==> src/rtl/seq_divider_if.sv <==
// seq_divider_if: start/result handshake and operand/result bus for seq_divider.
interface seq_divider_if #(parameter int DVD_W = 14, parameter int DVS_W = 8);
  logic             start;
  logic [DVD_W-1:0] dividend;
  logic             dividend_sign;
  logic [DVS_W-1:0] divisor;
  logic             busy;
  logic             done;
  logic [DVD_W-1:0] quotient;
  logic [DVS_W-1:0] remainder;
  logic             sign;
  logic             zflag;
  logic             dbz;
  modport master(output start, dividend, dividend_sign, divisor,
                 input busy, done, quotient, remainder, sign, zflag, dbz);
  modport slave(input start, dividend, dividend_sign, divisor,
                output busy, done, quotient, remainder, sign, zflag, dbz);
endinterface

==> src/rtl/seq_divider.sv <==
// seq_divider: sequential restoring divider, sign-magnitude dividend by two's-complement divisor.
module seq_divider #(parameter int DVD_W = 14, parameter int DVS_W = 8) (
  input logic clock,
  input logic reset_n,
  seq_divider_if.slave bus
);
  localparam int CW = $clog2(DVD_W);
  typedef enum logic [1:0] {IDLE, RUN, FIN} state_t;
  state_t           state_q, state_d;
  logic [CW-1:0]    cnt_q, cnt_d;
  logic [DVD_W-1:0] q_q, q_d, quot_q, quot_d;
  logic [DVS_W-1:0] r_q, r_d, d_q, d_d, rem_q, rem_d, dmag;
  logic [DVS_W:0]   r_sh;
  logic             ge, sp_q, sp_d, done_q, done_d, sign_q, sign_d, z_q, z_d, dbz_q, dbz_d;
  always_comb begin
    dmag    = bus.divisor[DVS_W-1] ? -bus.divisor : bus.divisor;
    r_sh    = {r_q, q_q[DVD_W-1]};
    ge      = r_sh >= {1'b0, d_q};
    state_d = state_q;
    cnt_d   = cnt_q;
    q_d     = q_q;
    r_d     = r_q;
    d_d     = d_q;
    sp_d    = sp_q;
    done_d  = 1'b0;
    quot_d  = quot_q;
    rem_d   = rem_q;
    sign_d  = sign_q;
    z_d     = z_q;
    dbz_d   = dbz_q;
    case (state_q)
      IDLE: if (bus.start) begin
        q_d     = bus.dividend;
        r_d     = '0;
        d_d     = dmag;
        sp_d    = bus.dividend_sign ^ bus.divisor[DVS_W-1];
        cnt_d   = '0;
        state_d = (dmag == '0) ? FIN : RUN;
      end
      RUN: begin
        // The kept remainder is always below D, so it fits back into DVS_W bits.
        r_d     = DVS_W'(ge ? r_sh - {1'b0, d_q} : r_sh);
        q_d     = {q_q[DVD_W-2:0], ge};
        cnt_d   = cnt_q + 1'b1;
        state_d = (cnt_q == CW'(DVD_W-1)) ? FIN : RUN;
      end
      default: begin
        done_d  = 1'b1;
        state_d = IDLE;
        quot_d  = (d_q == '0) ? '1 : q_q;
        rem_d   = (d_q == '0) ? '0 : r_q;
        z_d     = (d_q != '0) && (q_q == '0);
        sign_d  = (d_q != '0) && sp_q && (q_q != '0);
        dbz_d   = (d_q == '0);
      end
    endcase
  end
  always_ff @(posedge clock) begin
    if (!reset_n) begin
      state_q <= IDLE;
      cnt_q   <= '0;
      q_q     <= '0;
      r_q     <= '0;
      d_q     <= '0;
      sp_q    <= 1'b0;
      done_q  <= 1'b0;
      quot_q  <= '0;
      rem_q   <= '0;
      sign_q  <= 1'b0;
      z_q     <= 1'b0;
      dbz_q   <= 1'b0;
    end else begin
      state_q <= state_d;
      cnt_q   <= cnt_d;
      q_q     <= q_d;
      r_q     <= r_d;
      d_q     <= d_d;
      sp_q    <= sp_d;
      done_q  <= done_d;
      quot_q  <= quot_d;
      rem_q   <= rem_d;
      sign_q  <= sign_d;
      z_q     <= z_d;
      dbz_q   <= dbz_d;
    end
  end
  assign bus.busy      = (state_q == RUN);
  assign bus.done      = done_q;
  assign bus.quotient  = quot_q;
  assign bus.remainder = rem_q;
  assign bus.sign      = sign_q;
  assign bus.zflag     = z_q;
  assign bus.dbz       = dbz_q;
endmodule

==> src/flat_wrapper.sv <==
// flat-port wrapper written by rule: the top's interface ports become plain ports
module seq_divider_flat 
#(parameter int DVD_W = 14, parameter int DVS_W = 8)
  (clock, reset_n, bus_start, bus_dividend, bus_dividend_sign, bus_divisor, bus_busy, bus_done, bus_quotient, bus_remainder, bus_sign, bus_zflag, bus_dbz);
  seq_divider_if #(.DVD_W(DVD_W), .DVS_W(DVS_W)) bus_i ();
  input logic clock;
  input logic reset_n;
  input wire logic [$bits(bus_i.start)-1:0] bus_start;
  input wire logic [$bits(bus_i.dividend)-1:0] bus_dividend;
  input wire logic [$bits(bus_i.dividend_sign)-1:0] bus_dividend_sign;
  input wire logic [$bits(bus_i.divisor)-1:0] bus_divisor;
  output wire logic [$bits(bus_i.busy)-1:0] bus_busy;
  output wire logic [$bits(bus_i.done)-1:0] bus_done;
  output wire logic [$bits(bus_i.quotient)-1:0] bus_quotient;
  output wire logic [$bits(bus_i.remainder)-1:0] bus_remainder;
  output wire logic [$bits(bus_i.sign)-1:0] bus_sign;
  output wire logic [$bits(bus_i.zflag)-1:0] bus_zflag;
  output wire logic [$bits(bus_i.dbz)-1:0] bus_dbz;
  assign bus_i.start = bus_start;
  assign bus_i.dividend = bus_dividend;
  assign bus_i.dividend_sign = bus_dividend_sign;
  assign bus_i.divisor = bus_divisor;
  assign bus_busy = bus_i.busy;
  assign bus_done = bus_i.done;
  assign bus_quotient = bus_i.quotient;
  assign bus_remainder = bus_i.remainder;
  assign bus_sign = bus_i.sign;
  assign bus_zflag = bus_i.zflag;
  assign bus_dbz = bus_i.dbz;
  seq_divider #(.DVD_W(DVD_W), .DVS_W(DVS_W)) u_core (.clock(clock), .reset_n(reset_n), .bus(bus_i));
endmodule
==> config.mk <==
export PLATFORM = sky130hd
export DESIGN_NAME = seq_divider_flat
export DESIGN_NICKNAME = d
export VERILOG_FILES = /design/src/rtl/seq_divider_if.sv /design/src/rtl/seq_divider.sv /design/src/flat_wrapper.sv
export SDC_FILE = /design/constraint.sdc
export NUM_CORES = 1
export LEC_CHECK = 0
export CORE_UTILIZATION = 50
export DETAILED_ROUTE_END_ITERATION = 7
export GPL_TIMING_DRIVEN = 0
export PLACE_DENSITY_LB_ADDON = 0.15
export SLEW_MARGIN = 20
export SYNTH_ARGS = -nofsm -noshare
export SYNTH_HDL_FRONTEND = slang
export SYNTH_SLANG_ARGS = --single-unit
export TNS_END_PERCENT = 10
==> constraint.sdc <==
create_clock -name clock -period 4.1 [get_ports clock]
set_clock_uncertainty 0.05 [all_clocks]
set_input_delay 0.615 -clock clock [delete_from_list [all_inputs] [get_ports clock]]
set_output_delay 0.615 -clock clock [all_outputs]
set_load 0.1 [all_outputs]
==> results.yml <==
floorplanning:
  core_mm2: 0.00606
  rows: 28
  die_w_um: 82.1
  fp.dieH_um: 82.1
  start_util: 0.529
  die-area_mm2: 0.00674
  ios: 53
min_path:
  hold_path.class: "reg2reg"
  holdCritStartpoint: "u_core.r_q[7]$_SDFFE_PN0P_"
  hold_depth: 2
  hold-path-endpoint: "u_core.r_q[7]$_SDFFE_PN0P_"
clock_tree:
  clock-sinks: 63
  path_clk_slew_ns: 0.07
  cts_max_level: 3
  clock_path_buffers: 2
  cts_buffers: 9
  cts_resized: 0
  ctsHoldBuffers: 0
  cts_setup_buffers: 0
  clk_latency_ns: 0.34
  clockRootBuffer: "clkbuf_8"
  cts_tree: "built"
synth:
  synthesis.instances: 346
  synthFlopType: "dfxtp_1"
  synth_cell_types: 53
  synth_top_area_frac: 0.393
  netlist_area_mm2: 0.00321
  synthArstFlopShare: 0
  synth_edf_count: 0
  ys_warn_count: 0
  yosys-top-cells-area: "dfxtp_1 (39%), o211a_1 (5.6%), o221a_2 (4.6%)"
  syn_nets: 384
  syn_area_per_cell_um2: 9.27
  synth_largest_area_cell: "dfxtp_1"
  ys_seq_elements: 63
  seq_area_frac_synth: 0.393
setup_path:
  worstSetupEndpointType: "primary output"
  critPathKind: "reg2out"
  worstPathRequired_ns: 3.43
  reg2reg_slack_ns: 1.81
  regToRegStartpoint: "u_core.q_q[13]$_SDFFE_PN0P_"
  rr_endpoint: "u_core.r_q[6]$_SDFFE_PN0P_"
  critPathMaxFanout: 6
  rr_worst_depth: 8
  cp-start-kind: "flip-flop"
  worst-endpoint-arrival_ns: 2.27
route:
  drc_errors: 0
  wl_mm: 7.70
  drtAntennaViolNets: 0
  drt_iter0_drc: 148
  vias_per_cell: 5.90
  routedWlPerCell_um: 15.8
  dr.pass1.iters: 5
  via_count: 2879
grt:
  grt_pass1_wl_mm: 12.4
  grt_start_max_net_pins: 11
  overflow: 0
  use_met1: 0.334
  grt-busiest-layer: "met2"
  grt_util_met2: 0.389
  grt_pass1_vias: 2566
  grtUsageTotal: 0.245
  antenna_found_initial: 0
  grt_util_met3: 0.0440
sta:
  final.period_utilization: 0.716
  tns_ns: 0
  hold_viol: 0
  report.final.slew_viol_count: 0
  fmax_mhz: 341
  final-setup-viol-count: 0
  rsz0062_at_grt: "no"
  slew_headroom: 0.344
  period_minus_slack_ns: 2.93
  tightest_slew_ns: 0.980
outcome:
  outcome: "finished clean"
pwr:
  ir_drop_mv: 0.229
  cellPowerDensity_mw_per_mm2: 446
  cellLeakagePower_nw: 1.69
  total_power_mw: 1.79
placed_design:
  dp_cells: 473
  place.gp.congestion: 0.826
  dpl-instance-area_mm2: 0.00382
  hpwl_mm: 5.77
  io_buffers: 52
layout:
  drive_gt1_frac: 0.107
  fin_nets: 447
  diodes: 0
  final_util: 0.661
  final_cell_count_no_fill: 488
  area_growth_pct: 24.8
  final_area_mm2: 0.00401
flow_run:
  cap_viol_max_count: 0
worst max path at each step:
stage                            endpoint  slack, ns                      startpoint  depth (start not counted)
3_5_place_dp                     bus_busy       1.54  u_core.state_q[1]$_SDFFE_PN0P_                          4
5_1_grt                          bus_busy       1.07  u_core.state_q[1]$_SDFFE_PN0P_                          4
3_3_place_gp                     bus_busy       1.51  u_core.state_q[1]$_SDFFE_PN0P_                          4
4_1_cts                          bus_busy       1.17  u_core.state_q[1]$_SDFFE_PN0P_                          4
2_1_floorplan  u_core.r_q[6]$_SDFFE_PN0P_       2.13     u_core.q_q[13]$_SDFFE_PN0P_                          8
6_report                         bus_busy       1.17  u_core.state_q[1]$_SDFFE_PN0P_                          4
final cells by class:
cell class                 instances  area [um2]
clock buffer                      12         165
timing repair buffer              52         520
fill                             496        2060
sequential                        63        1260
inverter                          16        60.1
buffer                            21        93.8
tap                               75        93.8
multi-input combinational        246        1790
clock inverter                     3        17.5
logic make-up (layout without fill, tap and decap cells):
kind of cell	after synthesis	after routing	share of synthesized area
AOI/OAI and AO/OA	99	99	0.258
xor gates and xnor gates	9	9	0.0246
adders and majority gates	12	12	0.0491
buffers and inverters	37	104	0.0480
DFF	63	63	0.393
muxes	15	15	0.0472
and+or+nand+nor	111	111	0.180
through the flow:
step	setup slack (ns)	hold WS [ns]
final	1.17	0.470
after floorplan	2.13	0.416
after global routing	1.07	0.489
after global placement	1.51	0.451
after CTS	1.17	0.472
after detailed placement	1.54	0.463
metal layers:
| layer | share of wire | vias to the layer above |
|---|---|---|
| li1 | - | 1411 |
| met3 | 0.053 | 7 |
| met1 | 0.48 | 1384 |
| met2 | 0.46 | 77 |
| met4 | 0.010 | 0 |
| met5 | 0 | - |
cell usage in the layout, fill, tap and decap left out, types with 2 or more instances in the layout:
| master | n |
|---|---|
| a211oi_1 | 2 |
| a21oi_1 | 10 |
| o211ai_1 | 7 |
| clkbuf_8 | 12 |
| nand2b_1 | 5 |
| clkbuf_1 | 11 |
| buf_2 | 6 |
| dfxtp_1 | 63 |
| a21o_1 | 3 |
| mux2i_1 | 14 |
| xnor2_1 | 4 |
| nor2b_1 | 16 |
| buf_1 | 2 |
| ha_1 | 11 |
| xor2_1 | 5 |
| buf_4 | 2 |
| nand3_1 | 11 |
| o22ai_1 | 4 |
| nand2_1 | 37 |
| nor3b_1 | 2 |
| o21ai_0 | 12 |
| o31ai_4 | 2 |
| o221a_2 | 13 |
| a22oi_1 | 10 |
| nor2_1 | 11 |
| and2_1 | 8 |
| o2bb2ai_1 | 2 |
| a21boi_0 | 2 |
| clkinv_2 | 2 |
| a32o_1 | 2 |
| nand4_1 | 8 |
| o211a_1 | 18 |
| clkdlybuf4s50_1 | 52 |
| inv_1 | 16 |
| nor4_1 | 6 |
synthesized netlist by cell type (all sizes together) (4+ instances only):
master	number
buf	10
inv	16
nand4	8
o22ai	4
a21oi	11
o211ai	7
mux2i	14
clkbuf	11
nor4	6
and2	8
nand2	37
xnor2	4
o21ai	13
a22oi	10
nor2b	16
dfxtp	63
xor2	5
nor2	11
nand3	11
o221a	13
nand2b	5
o211a	18
ha	11
worst max-delay path, cell delays in order (launching register included):
cell             delay (ns)
dfxtp_1                0.34
inv_1                  0.17
nand2_1                0.09
inv_1                  0.17
clkdlybuf4s50_1        1.16
flip-flops by register name, indices dropped and copies added (netlist names):
signal / flops
u_core.bus.quotient: 14
u_core.q_q: 14
u_core.bus.remainder: 8
u_core.d_q: 8
u_core.r_q: 8
u_core.cnt_q: 4
u_core.state_q: 2
u_core.bus.dbz: 1
u_core.bus.done: 1
u_core.bus.sign: 1
u_core.bus.zflag: 1
u_core.sp_q: 1
report_power, final:
| part | internal, mW | leakage (nW) | switching (mW) |
|---|---|---|---|
| combinational | 0.245 | 1.08 | 0.329 |
| clock | 0.263 | 0.0942 | 0.230 |
| sequential | 0.661 | 0.513 | 0.0580 |
| total | 1.17 | 1.69 | 0.616 |
Power figures use the tool's default switching activity.
==> variant 1, RTL diff (config.mk and constraints unchanged) <==
`DVD_W` is set to 14 in 3 places; all go to 12.
--- a/src/rtl/seq_divider_if.sv
+++ b/src/rtl/seq_divider_if.sv
@@ -1,4 +1,4 @@
 // seq_divider_if: start/result handshake and operand/result bus for seq_divider.
-interface seq_divider_if #(parameter int DVD_W = 14, parameter int DVS_W = 8);
+interface seq_divider_if #(parameter int DVD_W = 12, parameter int DVS_W = 8);
   logic             start;
   logic [DVD_W-1:0] dividend;
--- a/src/rtl/seq_divider.sv
+++ b/src/rtl/seq_divider.sv
@@ -1,4 +1,4 @@
 // seq_divider: sequential restoring divider, sign-magnitude dividend by two's-complement divisor.
-module seq_divider #(parameter int DVD_W = 14, parameter int DVS_W = 8) (
+module seq_divider #(parameter int DVD_W = 12, parameter int DVS_W = 8) (
   input logic clock,
   input logic reset_n,
--- a/src/flat_wrapper.sv
+++ b/src/flat_wrapper.sv
@@ -1,5 +1,5 @@
 // flat-port wrapper written by rule: the top's interface ports become plain ports
 module seq_divider_flat 
-#(parameter int DVD_W = 14, parameter int DVS_W = 8)
+#(parameter int DVD_W = 12, parameter int DVS_W = 8)
   (clock, reset_n, bus_start, bus_dividend, bus_dividend_sign, bus_divisor, bus_busy, bus_done, bus_quotient, bus_remainder, bus_sign, bus_zflag, bus_dbz);
   seq_divider_if #(.DVD_W(DVD_W), .DVS_W(DVS_W)) bus_i ();
Ports: changed (resized bus_dividend and bus_quotient); port bits go from 53 to 49. No check against the original RTL was run, so the function may have changed too.
==> variant 1 against the original RTL <==
Sequential cell count shrank 4. Total power is essentially flat. Final area decreased by 5.9%. Worst setup slack lost 0.35 ns. Non-clock buffer count is 9 lower. Synthesized cell count shrank 2.3%. Wire length down 9.6%. Via count fell by 7.1%. Final cell count decreased by 3.3%. Synthesized area shrank 7.5%. Critical endpoint unchanged. Largest cell class unchanged. Largest power group is now clock.
==> variant 1: results (changes against the original RTL) <==
[synth]
syn_inst=338  ; was 346
ys_warn_count=0  ; unchanged
synth_nets=373  ; was 384
synthAdderAreaFrac=0.04890  ; was 0.04914
synth.area.mux_share=0.03415  ; was 0.04719
synthTopCellsByCount=59 x dfxtp_1, 44 x nor2_1, 39 x nand2_1, 14 x inv_1, 12 x a311oi_1  ; was 63 x dfxtp_1, 37 x nand2_1, 18 x o211a_1, 16 x inv_1, 16 x nor2b_1
synthArstFlopShare=0  ; unchanged
synthTopCellsByArea=dfxtp_1 40%, nor2_1 5.6%, nand2_1 4.9%  ; was dfxtp_1 39%, o211a_1 5.6%, o221a_2 4.6%
yosysSeqAreaShare=0.3980  ; was 0.3931
synth_top_area_frac=0.3980  ; was 0.3931
synth_compound_area_frac=0.2517  ; was 0.2578
synth_cell_types=62  ; was 53
synth_xor_xnor_area_share=0.02066  ; was 0.02457

[route]
drt-initial-drc-count=146  ; was 148
drt_wl_total_mm=6.957  ; was 7.696 mm
avgViaCountPerCell=5.669  ; was 5.900
firstDrtPassIters=4  ; was 5

[place]
io_buffers=46  ; was 52
dp_hpwl_mm=5.374  ; was 5.768 mm
dp.cells=456  ; was 473
place.gp.congestion=0.8672  ; was 0.8262

[finish]
layout-drive-gt1-share=0.1375  ; was 0.1065
antennaDiodeCount=0  ; unchanged
fill_cells=497  ; was 496
fin_cells=472  ; was 488
nets=430  ; was 447

[grt]
grt_pass1_wl_mm=11.60  ; was 12.38 mm
grt_start_max_net_pins=12  ; was 11
grt_use_total=0.2427  ; was 0.2449
grt_pass1_vias=2428  ; was 2566
antenna_found_initial=0  ; unchanged

[clocking]
clockBufferDepth=2  ; unchanged
cts.htree.levels=3  ; unchanged
post_cts_resized=0  ; unchanged
clock_latency_ns=0.33
post-cts-setup-buffers=0  ; unchanged
cts_made_buffers=9  ; unchanged
cts_root_buf=clkbuf_8  ; unchanged
clk_pin_slew_ns=0.07  ; about the same

[timing]
hold_violations=0  ; unchanged
tightest_slew_ns=0.9718  ; was 0.9804 ns

[critical_path]
slowest_stage=clkdlybuf4s50_1  ; unchanged
crit_arrival_ns=2.62  ; was 2.27 ns
critPathMaxFanout=10  ; was 6
max_stage_delay_ns=1.17

[power_and_ir_drop]
p_leak_nw=1.467  ; was 1.691 nW
peakVddDrop_mv=0.2650  ; was 0.2295 mV

[outcome]
status=complete, no violations  ; unchanged

[worst_hold_path]
hold_depth=1  ; was 2

variant 1: cell count changes in the layout (fill, tap and decap cells not counted), sizes merged, moves of 7 or more:
cell / change
nor2: +34
and2: -7
a311oi: +11
nand4: -7
mux2i: -8
nor2b: -11
o211a: -18
variant 1: area by class of cell:
class | count | area (µm²) | area share
inverters | 17 | 63.81 | 0.01694
clock buffers | 10 | 137.6 | 0.03653
multi-input cells | 244 | 1634 | 0.4337
plain buffers | 18 | 88.84 | 0.02358
flip-flops and latches | 59 | 1181 | 0.3135
repair buffers | 46 | 460.4 | 0.1222
clock inverters | 6 | 111.4 | 0.02956
well taps | 72 | 90.09 | 0.02391
variant 1: per-layer routing:
layer / vias to the layer above / GRT usage / part of all wire
li1: 1361 / - / -
met1: 1233 / 0.3409 / 0.49
met2: 78 / 0.3552 / 0.45
met3: 4 / 0.06552 / 0.059
met4: 0 / 0.08364 / 0.0060
met5: - / 0 / 0
variant 1: report_power, final:
group | internal (W) | total [W] | switching (W)
clock network | 0.000421 | 0.000652 | 0.000231
registers | 0.000610 | 0.000650 | 0.0000402
logic | 0.000232 | 0.000481 | 0.000250
variant 1: worst paths after layout:
path | endpoint | slack, ns | from
hold reg to reg | u_core.cnt_q[3] | 0.44 | u_core.cnt_q[3]
setup / recovery | bus_busy | 0.82 | u_core.state_q[1]
setup reg to reg | u_core.r_q[2] | 2.00 | u_core.d_q[4]
hold / removal | u_core.cnt_q[3] | 0.44 | u_core.cnt_q[3]
variant 1: stage by stage:
step	power (W)	instance area [µm²]	hold slack (ns)	setup slack [ns]	util
final	0.001784	3767	0.4428	0.8173	0.6718
after global routing	0.001885	3767	0.4642	0.6733	0.6718
after CTS	0.001787	3767	0.4361	0.8036	0.6718
after detailed placement	0.001140	3518	0.4262	1.177	0.6274
after global placement	0.001130	3518	0.4289	1.176	0.6274
after floorplan	0.001029	2968	0.3977	2.171	-
variant 1: logic make-up (layout without fill, tap and decap cells):
kind of cell / Yosys count / in the layout
compound gates: 95 / 95
xor+xnor: 7 / 7
fa+ha+maj: 11 / 11
buf+inv: 35 / 97
flops: 59 / 59
mux: 9 / 9
simple gates: 122 / 122
==> variant 2, RTL diff (same flow settings) <==
Without the edit above. Take the reset off `q_q`, `r_q` and `d_q` and load them in a clocked block of their own.
--- a/src/rtl/seq_divider.sv
+++ b/src/rtl/seq_divider.sv
@@ -60,7 +60,4 @@
       state_q <= IDLE;
       cnt_q   <= '0;
-      q_q     <= '0;
-      r_q     <= '0;
-      d_q     <= '0;
       sp_q    <= 1'b0;
       done_q  <= 1'b0;
@@ -73,7 +70,4 @@
       state_q <= state_d;
       cnt_q   <= cnt_d;
-      q_q     <= q_d;
-      r_q     <= r_d;
-      d_q     <= d_d;
       sp_q    <= sp_d;
       done_q  <= done_d;
@@ -84,4 +78,10 @@
       dbz_q   <= dbz_d;
     end
+  end
+
+  always_ff @(posedge clock) begin
+    q_q <= q_d;
+    r_q <= r_d;
+    d_q <= d_d;
   end
   assign bus.busy      = (state_q == RUN);
Behaviour: no difference found for any inputs over 10 cycles, from zero or initial values and one cycle with reset_n low; that may be too few to reach the edited logic, so the function may still have changed.
==> variant 2 against the original RTL <==
Worst setup slack got worse by 0.62 ns. Final area shrank 3.2%. Wire length decreased by 11%. Fmax decreased by 17%. Global-route usage down 1.8 points. Count of clock-buffer cells in the layout fell by 3. Utilization down 0.63 points. Total power up 5.3%. Via count shrank 12%. Sequential cell count did not move. Non-clock buffer count is 10 lower. Synthesized area decreased by 4.3%.
==> variant 2: results (changes against the original RTL) <==
[synth]
synthArstFlopShare=0  ; unchanged
synthTopCellsByCount=50 x nand2_1, 33 x dfxtp_1, 30 x edfxtp_1, 16 x nor2b_1, 14 x inv_1  ; was 63 x dfxtp_1, 37 x nand2_1, 18 x o211a_1, 16 x inv_1, 16 x nor2b_1
synth_nets=340  ; was 384
synth_cell_types=50  ; was 53
synth_edf_count=30  ; was 0
ys_warn_count=0  ; unchanged
yosysSeqAreaShare=0.5084  ; was 0.3931
synthTopCellsByArea=edfxtp_1 29%, dfxtp_1 22%, nand2_1 6.1%  ; was dfxtp_1 39%, o211a_1 5.6%, o221a_2 4.6%
syn_inst=302  ; was 346

[route]
drt-initial-drc-count=183  ; was 148
vias=2531  ; was 2879
firstDrtPassIters=4  ; was 5
drt_wl_total_mm=6.825  ; was 7.696 mm
avgViaCountPerCell=5.713  ; was 5.900

[place]
dp.cells=427  ; was 473
dpl-instance-area_um2=3679  ; was 3822 µm²
io_buffers=50  ; was 52
dp_hpwl_mm=5.118  ; was 5.768 mm
place.gp.congestion=0.8309  ; was 0.8262

[clocking]
cts_root_buf=clkbuf_8  ; unchanged
post_cts_resized=0  ; unchanged
cts_made_buffers=9  ; unchanged
post-cts-setup-buffers=0  ; unchanged
clockBufferDepth=2  ; unchanged
cts.htree.levels=3  ; unchanged

[power_and_ir_drop]
sw_frac_of_total=0.3330  ; was 0.3453
p_leak_nw=1.481  ; was 1.691 nW
peakVddDrop_mv=0.2756  ; was 0.2295 mV

[finish]
layout-drive-gt1-share=0.1005  ; was 0.1065
nets=401  ; was 447

[critical_path]
worst_r2r_endpoint=u_core.r_q[1]  ; was u_core.r_q[6]
r2r_start=u_core.r_q[5]  ; was u_core.q_q[13]
ff2ff_path_depth=5  ; was 8
r2r_slack_ns=1.41  ; was 1.81 ns
critPathMaxFanout=10  ; was 6

[outcome]
status=complete, no violations  ; unchanged

[worst_hold_path]
hold_end=u_core.sp_q  ; was u_core.r_q[7]
hold_path_startpoint=u_core.sp_q  ; was u_core.r_q[7]
hold_depth=1  ; was 2

[grt]
grt_use_total=0.2265  ; was 0.2449
antenna_found_initial=0  ; unchanged
grt_start_max_net_pins=27  ; was 11
grt_pass1_wl_mm=10.98  ; was 12.38 mm
grt_pass1_vias=2286  ; was 2566

[timing]
tightest_slew_ns=0.9977  ; was 0.9804 ns

variant 2: cell count changes in the layout (fill, tap and decap cells not counted), moves of 5 or more:
cell,before,now
xor2_1,5,0
o211a_1,18,3
edfxtp_1,0,30
mux2i_1,14,1
o211ai_1,7,1
buf_2,6,0
dfxtp_1,63,33
nand2_1,37,50
nand4_1,8,1
variant 2: power by group through the flow:
stage	Sequential [W]	Combinational [W]	Clock, W
global route	0.000842	0.000571	0.000562
finish	0.000834	0.000516	0.000530
CTS	0.000830	0.000514	0.000537
detailed placement	0.000844	0.000512	0
floorplan	0.000821	0.000380	0
global placement	0.000843	0.000491	0
variant 2: worst max-delay path by stage:
stage | start | endpoint | cells past startpoint
floorplan | u_core.state_q[0] | bus_busy | 3
global placement | bus_start | u_core.cnt_q[2] | 6
detailed placement | u_core.state_q[0] | bus_busy | 4
CTS | u_core.state_q[0] | bus_busy | 4
global route | u_core.state_q[0] | bus_busy | 4
finish | u_core.state_q[0] | bus_busy | 4
variant 2: stage by stage:
step           setup slack, ns    util  total power (W)  hold WS, ns
6_report                0.5496  0.6545         0.001880       0.4547
5_1_grt                 0.3924  0.6545         0.001975       0.4880
4_1_cts                 0.5358  0.6545         0.001881       0.4563
3_5_place_dp            0.9041  0.6213         0.001357       0.4405
3_3_place_gp            0.6578  0.6192         0.001334       0.4364
2_1_floorplan            1.718       -         0.001201       0.4220
variant 2: logic make-up (layout without fill, tap and decap cells):
group | after synthesis | count (layout) | synth area share
XOR/XNOR | 7 | 7 | 0.01996
flip-flops | 63 | 63 | 0.5083
adder cells (fa/ha/maj) | 12 | 12 | 0.05132
multiplexers | 1 | 1 | 0.003259
AO/OA/AOI/OAI | 77 | 77 | 0.1988
buffers and inverters | 28 | 94 | 0.03422
AND/OR/NAND/NOR | 114 | 114 | 0.1841
variant 2: cell type report:
type / instances / area, µm²
clock buffer: 9 / 123.9
timing repair buffer: 50 / 500.5
buffer: 13 / 48.80
clock inverter: 7 / 72.57
multi-input combinational: 211 / 1418
inverter: 15 / 56.30
fill: 496 / 2046
tap: 75 / 93.84
sequential: 63 / 1562
variant 2: layer usage:
| metal | track usage | vias to the layer above | wire length [µm] |
|---|---|---|---|
| li1 | - | 1241 | - |
| met1 | 0.3097 | 1217 | 3127 |
| met2 | 0.3627 | 67 | 3275 |
| met3 | 0.04091 | 6 | 348 |
| met4 | 0.06964 | 0 | 73 |
| met5 | 0 | - | 0 |
variant 2: worst max-delay path: stages (launching register included):
cell and delay, ns:
dfxtp_1 0.43, nand2_1 0.25, clkinv_1 0.26, clkbuf_1 0.40, clkdlybuf4s50_1 1.22
